<file path="src/rtl/sequential_multiplier.sv">
// 16x16 shift-add multiplier, one partial product per cycle, fixed 18-cycle latency.
// Signed operands are handled as magnitudes with a final two's-complement fixup.
module sequential_multiplier (
  input  logic        clk,
  input  logic        reset,
  input  logic        start,
  input  logic [15:0] multiplicand,
  input  logic [15:0] multiplier,
  input  logic        signed_mode,
  output logic [15:0] product_lo,
  output logic [15:0] product_hi,
  output logic        busy,
  output logic        done,
  output logic        overflow
);

  typedef enum logic [1:0] {
    IDLE   = 2'd0,
    MULT   = 2'd1,
    FIXUP  = 2'd2,
    FINISH = 2'd3
  } state_t;

  state_t      state_q, state_d;
  logic [16:0] acc_q, acc_d;
  logic [15:0] mcand_q, mcand_d;
  logic [15:0] mplier_q, mplier_d;
  logic [3:0]  count_q, count_d;
  logic        neg_q, neg_d;
  logic        sgn_q, sgn_d;
  logic [15:0] hi_q, hi_d;
  logic [15:0] lo_q, lo_d;
  logic        ovf_q, ovf_d;

  logic [15:0] absA, absB;
  logic [16:0] sum;
  logic [32:0] shifted;
  logic [31:0] magnitude;
  logic [31:0] prod;

  always_ff @(posedge clk) begin
    if (!reset) begin
      state_q  <= IDLE;
      acc_q    <= '0;
      mcand_q  <= '0;
      mplier_q <= '0;
      count_q  <= '0;
      neg_q    <= 1'b0;
      sgn_q    <= 1'b0;
      hi_q     <= '0;
      lo_q     <= '0;
      ovf_q    <= 1'b0;
    end else begin
      state_q  <= state_d;
      acc_q    <= acc_d;
      mcand_q  <= mcand_d;
      mplier_q <= mplier_d;
      count_q  <= count_d;
      neg_q    <= neg_d;
      sgn_q    <= sgn_d;
      hi_q     <= hi_d;
      lo_q     <= lo_d;
      ovf_q    <= ovf_d;
    end
  end

  // 0x8000 negates to itself, which is exactly its unsigned magnitude.
  assign absA      = (signed_mode && multiplicand[15]) ? (~multiplicand + 16'd1) : multiplicand;
  assign absB      = (signed_mode && multiplier[15])   ? (~multiplier + 16'd1)   : multiplier;
  assign sum       = mplier_q[0] ? (acc_q + {1'b0, mcand_q}) : acc_q;
  assign shifted   = {sum, mplier_q} >> 1;
  assign magnitude = {acc_q[15:0], mplier_q};
  assign prod      = neg_q ? (~magnitude + 32'd1) : magnitude;

  always_comb begin
    state_d  = state_q;
    acc_d    = acc_q;
    mcand_d  = mcand_q;
    mplier_d = mplier_q;
    count_d  = count_q;
    neg_d    = neg_q;
    sgn_d    = sgn_q;
    hi_d     = hi_q;
    lo_d     = lo_q;
    ovf_d    = ovf_q;
    case (state_q)
      IDLE: begin
        if (start) begin
          state_d  = MULT;
          mcand_d  = absA;
          mplier_d = absB;
          neg_d    = signed_mode & (multiplicand[15] ^ multiplier[15]);
          sgn_d    = signed_mode;
          acc_d    = '0;
          count_d  = '0;
        end
      end
      MULT: begin
        acc_d    = shifted[32:16];
        mplier_d = shifted[15:0];
        count_d  = count_q + 4'd1;
        if (count_q == 4'd15) state_d = FIXUP;
      end
      FIXUP: begin
        hi_d    = prod[31:16];
        lo_d    = prod[15:0];
        ovf_d   = sgn_q ? (prod[31:16] != {16{prod[15]}}) : (prod[31:16] != 16'd0);
        state_d = FINISH;
      end
      FINISH: state_d = IDLE;
      default: state_d = IDLE;
    endcase
  end

  assign product_hi = hi_q;
  assign product_lo = lo_q;
  assign overflow   = ovf_q;
  assign busy       = (state_q == MULT) || (state_q == FIXUP);
  assign done       = (state_q == FINISH);

endmodule
</file>
<file path="config.mk">
export PLATFORM = sky130hd
export DESIGN_NAME = sequential_multiplier
export DESIGN_NICKNAME = d
export VERILOG_FILES = /design/src/rtl/sequential_multiplier.sv
export SDC_FILE = /design/constraint.sdc
export NUM_CORES = 1
export LEC_CHECK = 0
export CAP_MARGIN = 25
export CORE_MARGIN = 10
export CORE_UTILIZATION = 47
export CTS_BUF_LIST = sky130_fd_sc_hd__clkbuf_4 sky130_fd_sc_hd__clkbuf_8 sky130_fd_sc_hd__clkbuf_16
export CTS_CLUSTER_DIAMETER = 80
export DETAILED_ROUTE_END_ITERATION = 10
export GPL_ROUTABILITY_DRIVEN = 0
export GPL_TIMING_DRIVEN = 0
export PLACE_DENSITY = 0.69
export SLEW_MARGIN = 30
export SYNTH_ARGS = -nofsm -noshare
export SYNTH_HDL_FRONTEND = slang
export SYNTH_SLANG_ARGS = --single-unit
export TNS_END_PERCENT = 50
</file>
<file path="constraint.sdc">
create_clock -name clk -period 3 [get_ports clk]
set_input_delay 0.9 -clock clk [delete_from_list [all_inputs] [get_ports clk]]
set_output_delay 0.9 -clock clk [all_outputs]
set_load 0.05 [all_outputs]
</file>
==> run summary, run 1 <==
• 983 — fin cells
• 435 — initial drt markers
• 0 — antenna violations before repair
• dfxtp_1 — leading register cell type out of synthesis
• 2 — maximum root-to-sink buffer count
• 0.302 — sequential area share after synthesis
• reg2reg — critical path type
• yes — setup repair after global routing missed its margin
• 23.0% — area growth from synthesis to layout
• flip-flop — startpoint type of the worst setup path
• 0 — maximum capacitance violations
• 1,113 — fill cell count
• dfxtp_1 (30%), o211a_1 (8.8%), nand2_1 (7.0%) — synth top area cells
• 3010 ps — final period demand of the worst path
• 872 — post-layout net count
• 868 mW/mm2 — power density normalized to cell area
• 0.614 mV — worst vdd rail ir drop
• 40 — placement row count
• 0 — # diodes
• 963 — cell count after placement
• -12.3 ps — Worst Setup Slack, final
• 1.00 — share of the clock period used by the worst path
• 0 — ys async rst share
• 0.00590 mm2 — combined area of all synthesized cells
• 0 — GRT overflow
• 3 — H-Tree Level Count
• 132 um — die span in x
• finished with violations — run status
• 0.289 — GRT met2 Usage
• 0.00726 mm2 — total non-filler cell area in the finished layout
• 6.57 ps — Worst Clk Skew
• 0 — final-report hold violation count
• 0.0385 — met3 layer usage reported by global route
• 89 — clock sinks
• 12,800 um — estimated wirelength of the detail-placed design
• 5,673 — total number of vias
• nand2_1 — most instantiated library cell after synthesis
• 0 — number of warnings issued by yosys
• 0.178 — global-route total usage across every layer
• 16,300 um — post-detailed-routing wire length
• 8.13 um2 — Avg Inst Size Synth
• nand2_1 (110), dfxtp_1 (89), o211a_1 (52) — top cell types by occurrence after synthesis
• 0.00178 mm2 — area used by sequential logic in the layout
• met2 — most heavily used metal layer in global routing
• 6.30 mW — total power draw
• 332 MHz — Max Clock Freq
• 726 — number of cells produced by synthesis
• 0 — number of routed nets with antenna violations
• 3.03 nW — leakage power of the design
• 0.0122 mm2 — area of the core
• reg2reg — kind of path behind the tightest hold check
• 0 — Residual DRC
• 9 — number of clock buffers inserted by TritonCTS
• 0.00397 mm2 — Multi-input gate area
• 787 — net count after synthesis
• 132 um — DIE HEIGHT
• 3220 ps — Critical Path RT
• 14 — largest net degree at the start of global routing
• 62 — number of distinct library cells after synthesis
• 0.302 — Synth top area share
• 0.00680 mm2 — placed instance area
• 0 — number of enable-type register cells in the synthesized netlist
• 929 ps — transition time of the tightest slew-check pin
• 16.6 um — WL/cell
• 5,402 — via count of the first global-routing pass
• 0.0174 mm2 — area of the die
• 0 — quantity of hold-fixing buffers added after cts
• 69 — number of I/O port buffers
• 1 — count of endpoints failing setup in the final report
• done — TritonCTS clock tree
• dfxtp_1 — cell type contributing the most total cell area after synthesis
• 26,300 um — wire length of the first global-routing pass
• 3230 ps — worst path arrival time
• 0.223 — met1 Resource Use GR
• 7 — Crit Path Max Fanout
• 0.0613 — fraction of layout cells with a size suffix above 1
• flip-flop — sort of element at the end of the critical path
• 0 — Final Max Tran Viols
• 71 — number of top-level pins
• 60 ps — clock transition at the registers of the reported paths
• 89 — Yosys reg bits
• clkbuf_16 — clk root buf
• 0.485 — effective utilization at floorplan
• 475 ps — Final Hold Slack
• 5.77 — vias per std cell
• 350 ps — source-to-sink clock delay at the later pin of the worst-skew pair
• 0.377 — headroom to the max-slew limit
• 5 — number of search-and-repair iterations in the first detailed-routing pass
• negative setup slack — failing checks
==> routing by layer <==
metal	routed length, um	vias up
li1	-	2817
met1	7540	2647
met2	7450	183
met3	1030	26
met4	323	0
met5	0	-
==> report_power, final <==
part | internal, mW | total, mW | switching [mW]
Clock | 0.705 | 1.17 | 0.466
Combinational | 1.17 | 3.38 | 2.21
Sequential | 1.51 | 1.75 | 0.245
==> cell usage in the layout, fill, tap and decap left out, types with 9 or more instances in the layout <==
cell             count
xor2_1              33
o211a_1             52
nand2_1            109
a21boi_0            13
clkdlybuf4s50_1     69
nand3_1             17
xnor2_1             25
clkbuf_1            38
a21oi_1             23
and2_1              10
nor3_1              14
o21ai_0             47
o31ai_1             10
o41ai_1             10
ha_1                24
nor2b_1             19
buf_1               10
dfxtp_1             88
clkbuf_16            9
or3_1               13
inv_1               19
nor2_1              28
==> state kept, by name, indices dropped and copies added (netlist names) <==
register    flops
acc_q          16
mcand_q        16
mplier_q       16
product_hi     16
product_lo     16
count_q         4
state_q         2
neg_q           1
overflow        1
sgn_q           1
==> logic make-up (layout without fill, tap and decap cells) <==
group	after synthesis	in the layout	synth area share
simple gates	260	260	0.216
xor+xnor	58	58	0.0861
fa+ha+maj	25	25	0.0543
mux	8	8	0.0146
compound gates	217	217	0.282
flops	89	89	0.302
buf+inv	69	158	0.0454
==> critical path, cell delays in order, from the launching register on <==
cell	delay (ps)
dfxtp_1	290
buf_2	160
or4_4	550
or4_4	500
o41ai_4	320
xor2_1	250
and3_1	210
nand4_1	150
o41ai_2	340
a211oi_1	120
==> what timing repair did <==
action	4_1_cts	5_1_grt
resized for setup	3	17
endpoints found under the setup margin	5	11
endpoints found under the hold margin	0	0
gates cloned	0	0
buffers inserted	0	5
pin swaps	0	4
==> final timing paths <==
kind                 start       endpoint  slack, ps  cells after the start
min reg2reg  product_hi[9]  product_hi[9]        480                      1
min          product_hi[9]  product_hi[9]        480                      1
max reg2reg    mplier_q[8]       overflow        -10                      9
max            mplier_q[8]       overflow        -10                      9
==> area by class of cell <==
cell class / count / area share
repair buffers: 74 / 0.100
inverters: 19 / 0.00982
clock inverters: 2 / 0.00517
flip-flops and latches: 89 / 0.245
plain buffers: 50 / 0.0270
well taps: 168 / 0.0289
multi-input cells: 568 / 0.546
clock buffers: 13 / 0.0369
==> through the flow <==
stage / setup TNS [ps] / util / setup slack, ps
detailed placement: -1900 / 0.559 / -429
floorplan: 0 / - / 293
CTS: -58.3 / 0.586 / -58.3
global route: -179 / 0.597 / -96.2
global placement: -893 / 0.559 / -341
finish: -12.3 / 0.597 / -12.3
(Power assumes the default switching activity.)
==> run 2: changes to the inputs <==
--- a/config.mk
+++ b/config.mk
@@ -6,13 +6,11 @@
 export NUM_CORES = 1
 export LEC_CHECK = 0
 export CAP_MARGIN = 25
-export CORE_MARGIN = 10
 export CORE_UTILIZATION = 47
 export CTS_BUF_LIST = sky130_fd_sc_hd__clkbuf_4 sky130_fd_sc_hd__clkbuf_8 sky130_fd_sc_hd__clkbuf_16
 export CTS_CLUSTER_DIAMETER = 80
 export DETAILED_ROUTE_END_ITERATION = 10
 export GPL_ROUTABILITY_DRIVEN = 0
-export GPL_TIMING_DRIVEN = 0
 export PLACE_DENSITY = 0.69
 export SLEW_MARGIN = 30
 export SYNTH_ARGS = -nofsm -noshare
==> run 2 against run 1 <==
  * The run now ends clean
  * Setup slack improved by 140 ps
  * Clock skew increased by 1.9 ps
  * Sequential share of layout area decreased by 0.39 points
  * Register-to-register slack improved by 140 ps
  * Sequential power increased by 2%
  * Wire length decreased by 8.0%
  * Clock power increased by 14%
  * First-iteration DRC count decreased by 15%
  * Clock-buffer cell count decreased by 3
  * Critical path depth decreased by 1
  * Non-clock buffer count decreased by 6
  * Power increased by 2.3%
==> run summary, run 2 (synthesis gave the netlist of run 1 again) <==
• 7 — number of search-and-repair iterations in the first detailed-routing pass
• flip-flop — sort of element at the end of the critical path
• 0.534 mV — worst vdd rail ir drop
• 5,621 — total number of vias
• 3230 ps — Critical Path RT
• overflow — RR Endpoint
• completed — run status
• 0 — number of routed nets with antenna violations
• 0.958 — share of the clock period used by the worst path
• 360 ps — source-to-sink clock delay at the later pin of the worst-skew pair
• 0 — # diodes
• 5 — Crit Path Max Fanout
• 0.100 — fraction of layout cells with a size suffix above 1
• yes — setup repair after global routing missed its margin
• 0 ps — TNS Setup
• 67 — largest net degree at the start of global routing
• 130 ps — reg2reg setup slack
• 0.487 — effective utilization at floorplan
• 15,000 um — post-detailed-routing wire length
• 0 — Final Max Tran Viols
• 40 — placement row count
• 0 — Residual DRC
• 1,125 — fill cell count
• 3.20 nW — leakage power of the design
• 0 — antenna violations before repair
• 0.242 — global-route total usage across every layer
• 862 ps — transition time of the tightest slew-check pin
• or4_4 -> or4_4 -> o41ai_2 -> xor2_1 -> and3_1 -> nand4_1 -> o41ai_2 -> a211oi_1 — CP cell instances
• 15.4 um — WL/cell
• nand2_1 — most frequent standard cell in the layout excluding fill and tap cells
• 0 — GRT overflow
• clkbuf_16 — clk root buf
• 0.425 — headroom to the max-slew limit
• 8.51 ps — Worst Clk Skew
• reg2reg — critical path type
• reg2reg — kind of path behind the tightest hold check
• 874 mW/mm2 — power density normalized to cell area
• 5.75 — vias per std cell
• 2870 ps — final period demand of the worst path
• 11,300 um — estimated wirelength of the detail-placed design
• 0 — maximum capacitance violations
• 3 — H-Tree Level Count
• or4_4 — highest-delay cell along the critical path
• 1 — cell depth of the worst hold path
• 70 — number of I/O port buffers
• 126 ps — Worst Setup Slack, final
• 370 — initial drt markers
• 114 um — DIE HEIGHT
• 60 ps — clock transition at the registers of the reported paths
• 3100 ps — worst path arrival time
• 866 — post-layout net count
• mplier_q[7] — source of the worst register-to-register timing path
• 0 — final-report hold violation count
• 348 MHz — Max Clock Freq
• done — TritonCTS clock tree
• 2 — maximum root-to-sink buffer count
• 570 ps — Max stage delay on crit path
• 9 — number of clock buffers inserted by TritonCTS
• 8 — Reg2Reg Depth
• product_hi[12] — capture endpoint of the worst hold path
• product_hi[12] — startpoint of the lowest-slack hold path
• -255 ps — worst slack at placement
• 24.9% — area growth from synthesis to layout
• nand2_1 (110), dfxtp_1 (89), clkdlybuf4s50_1 (69) — most frequent cells in the layout
• 0.0130 mm2 — area of the die
• 71 — number of top-level pins
• flip-flop — startpoint type of the worst setup path
• 89 — clock sinks
• 0.0121 mm2 — area of the core
• 25,400 um — wire length of the first global-routing pass
• 5,326 — via count of the first global-routing pass
• 114 um — die span in x
• 0 — count of endpoints failing setup in the final report
run 2: changes by cell type in the layout (fill, tap and decap cells not counted), moves of 3 or more:
cell / before / now
buf_1: 10 / 0
buf_4: 5 / 46
clkbuf_1: 38 / 0
nor4_1: 8 / 11
o41ai_1: 10 / 13
run 2: area by class of cell:
type                            instances  area [um2]  share of cell area
Clock buffer                           10         239              0.0324
Clock inverter                          6         115              0.0156
Inverter                               19        71.3             0.00967
Multi-Input combinational cell        568        3880               0.526
Sequential cell                        89        1780               0.242
Tap cell                              168         210              0.0285
Timing Repair Buffer                  118        1080               0.147
run 2: worst max-delay path, delay by kind of cell (launching register included):
family	cells	cell delay [ps]
AO/OA/AOI/OAI	3	760
XOR/XNOR	1	250
flip-flops	1	340
AND/OR/NAND/NOR	4	1400
run 2: report_power, final:
| part | internal [mW] | total [mW] | switching [mW] |
|---|---|---|---|
| registers | 1.51 | 1.79 | 0.283 |
| logic | 1.27 | 3.33 | 2.05 |
| clock network | 0.839 | 1.33 | 0.492 |
| total | 3.62 | 6.45 | 2.83 |
run 2: what timing repair did:
item / 4_1_cts / 5_1_grt
setup buffers: 0 / 0
setup endpoints to repair: 0 / 4
resized for setup: 0 / 3
hold buffers: 0 / 0
run 2: how the worst max path moves through the flow:
| stage | from | to | cells past startpoint |
|---|---|---|---|
| floorplan | mplier_q[7] | overflow | 9 |
| global placement | multiplier[1] | mplier_q[13] | 9 |
| detailed placement | multiplier[1] | mplier_q[11] | 10 |
| CTS | acc_q[1] | acc_q[12] | 9 |
| global route | mplier_q[7] | overflow | 10 |
| finish | mplier_q[7] | overflow | 8 |
run 2: stage by stage:
stage / utilization / cells / hold slack [ps] / total power, mW / cell area, um2
detailed placement: 0.578 / 962 / 467 / 5.11 / 7000
global route: 0.609 / 978 / 501 / 6.83 / 7370
finish: 0.609 / 978 / 479 / 6.45 / 7370
floorplan: - / 726 / 447 / 4.05 / 5900
global placement: 0.578 / 962 / 460 / 5.02 / 7000
CTS: 0.607 / 978 / 481 / 6.45 / 7350
run 2: routing by layer:
| metal | global-route usage | up-vias | wire length (um) |
|---|---|---|---|
| met5 | 0 | - | 0 |
| met4 | 0.0779 | 0 | 207 |
| met3 | 0.0445 | 19 | 660 |
| met2 | 0.414 | 124 | 7210 |
| met1 | 0.307 | 2676 | 6960 |
| li1 | - | 2802 | - |
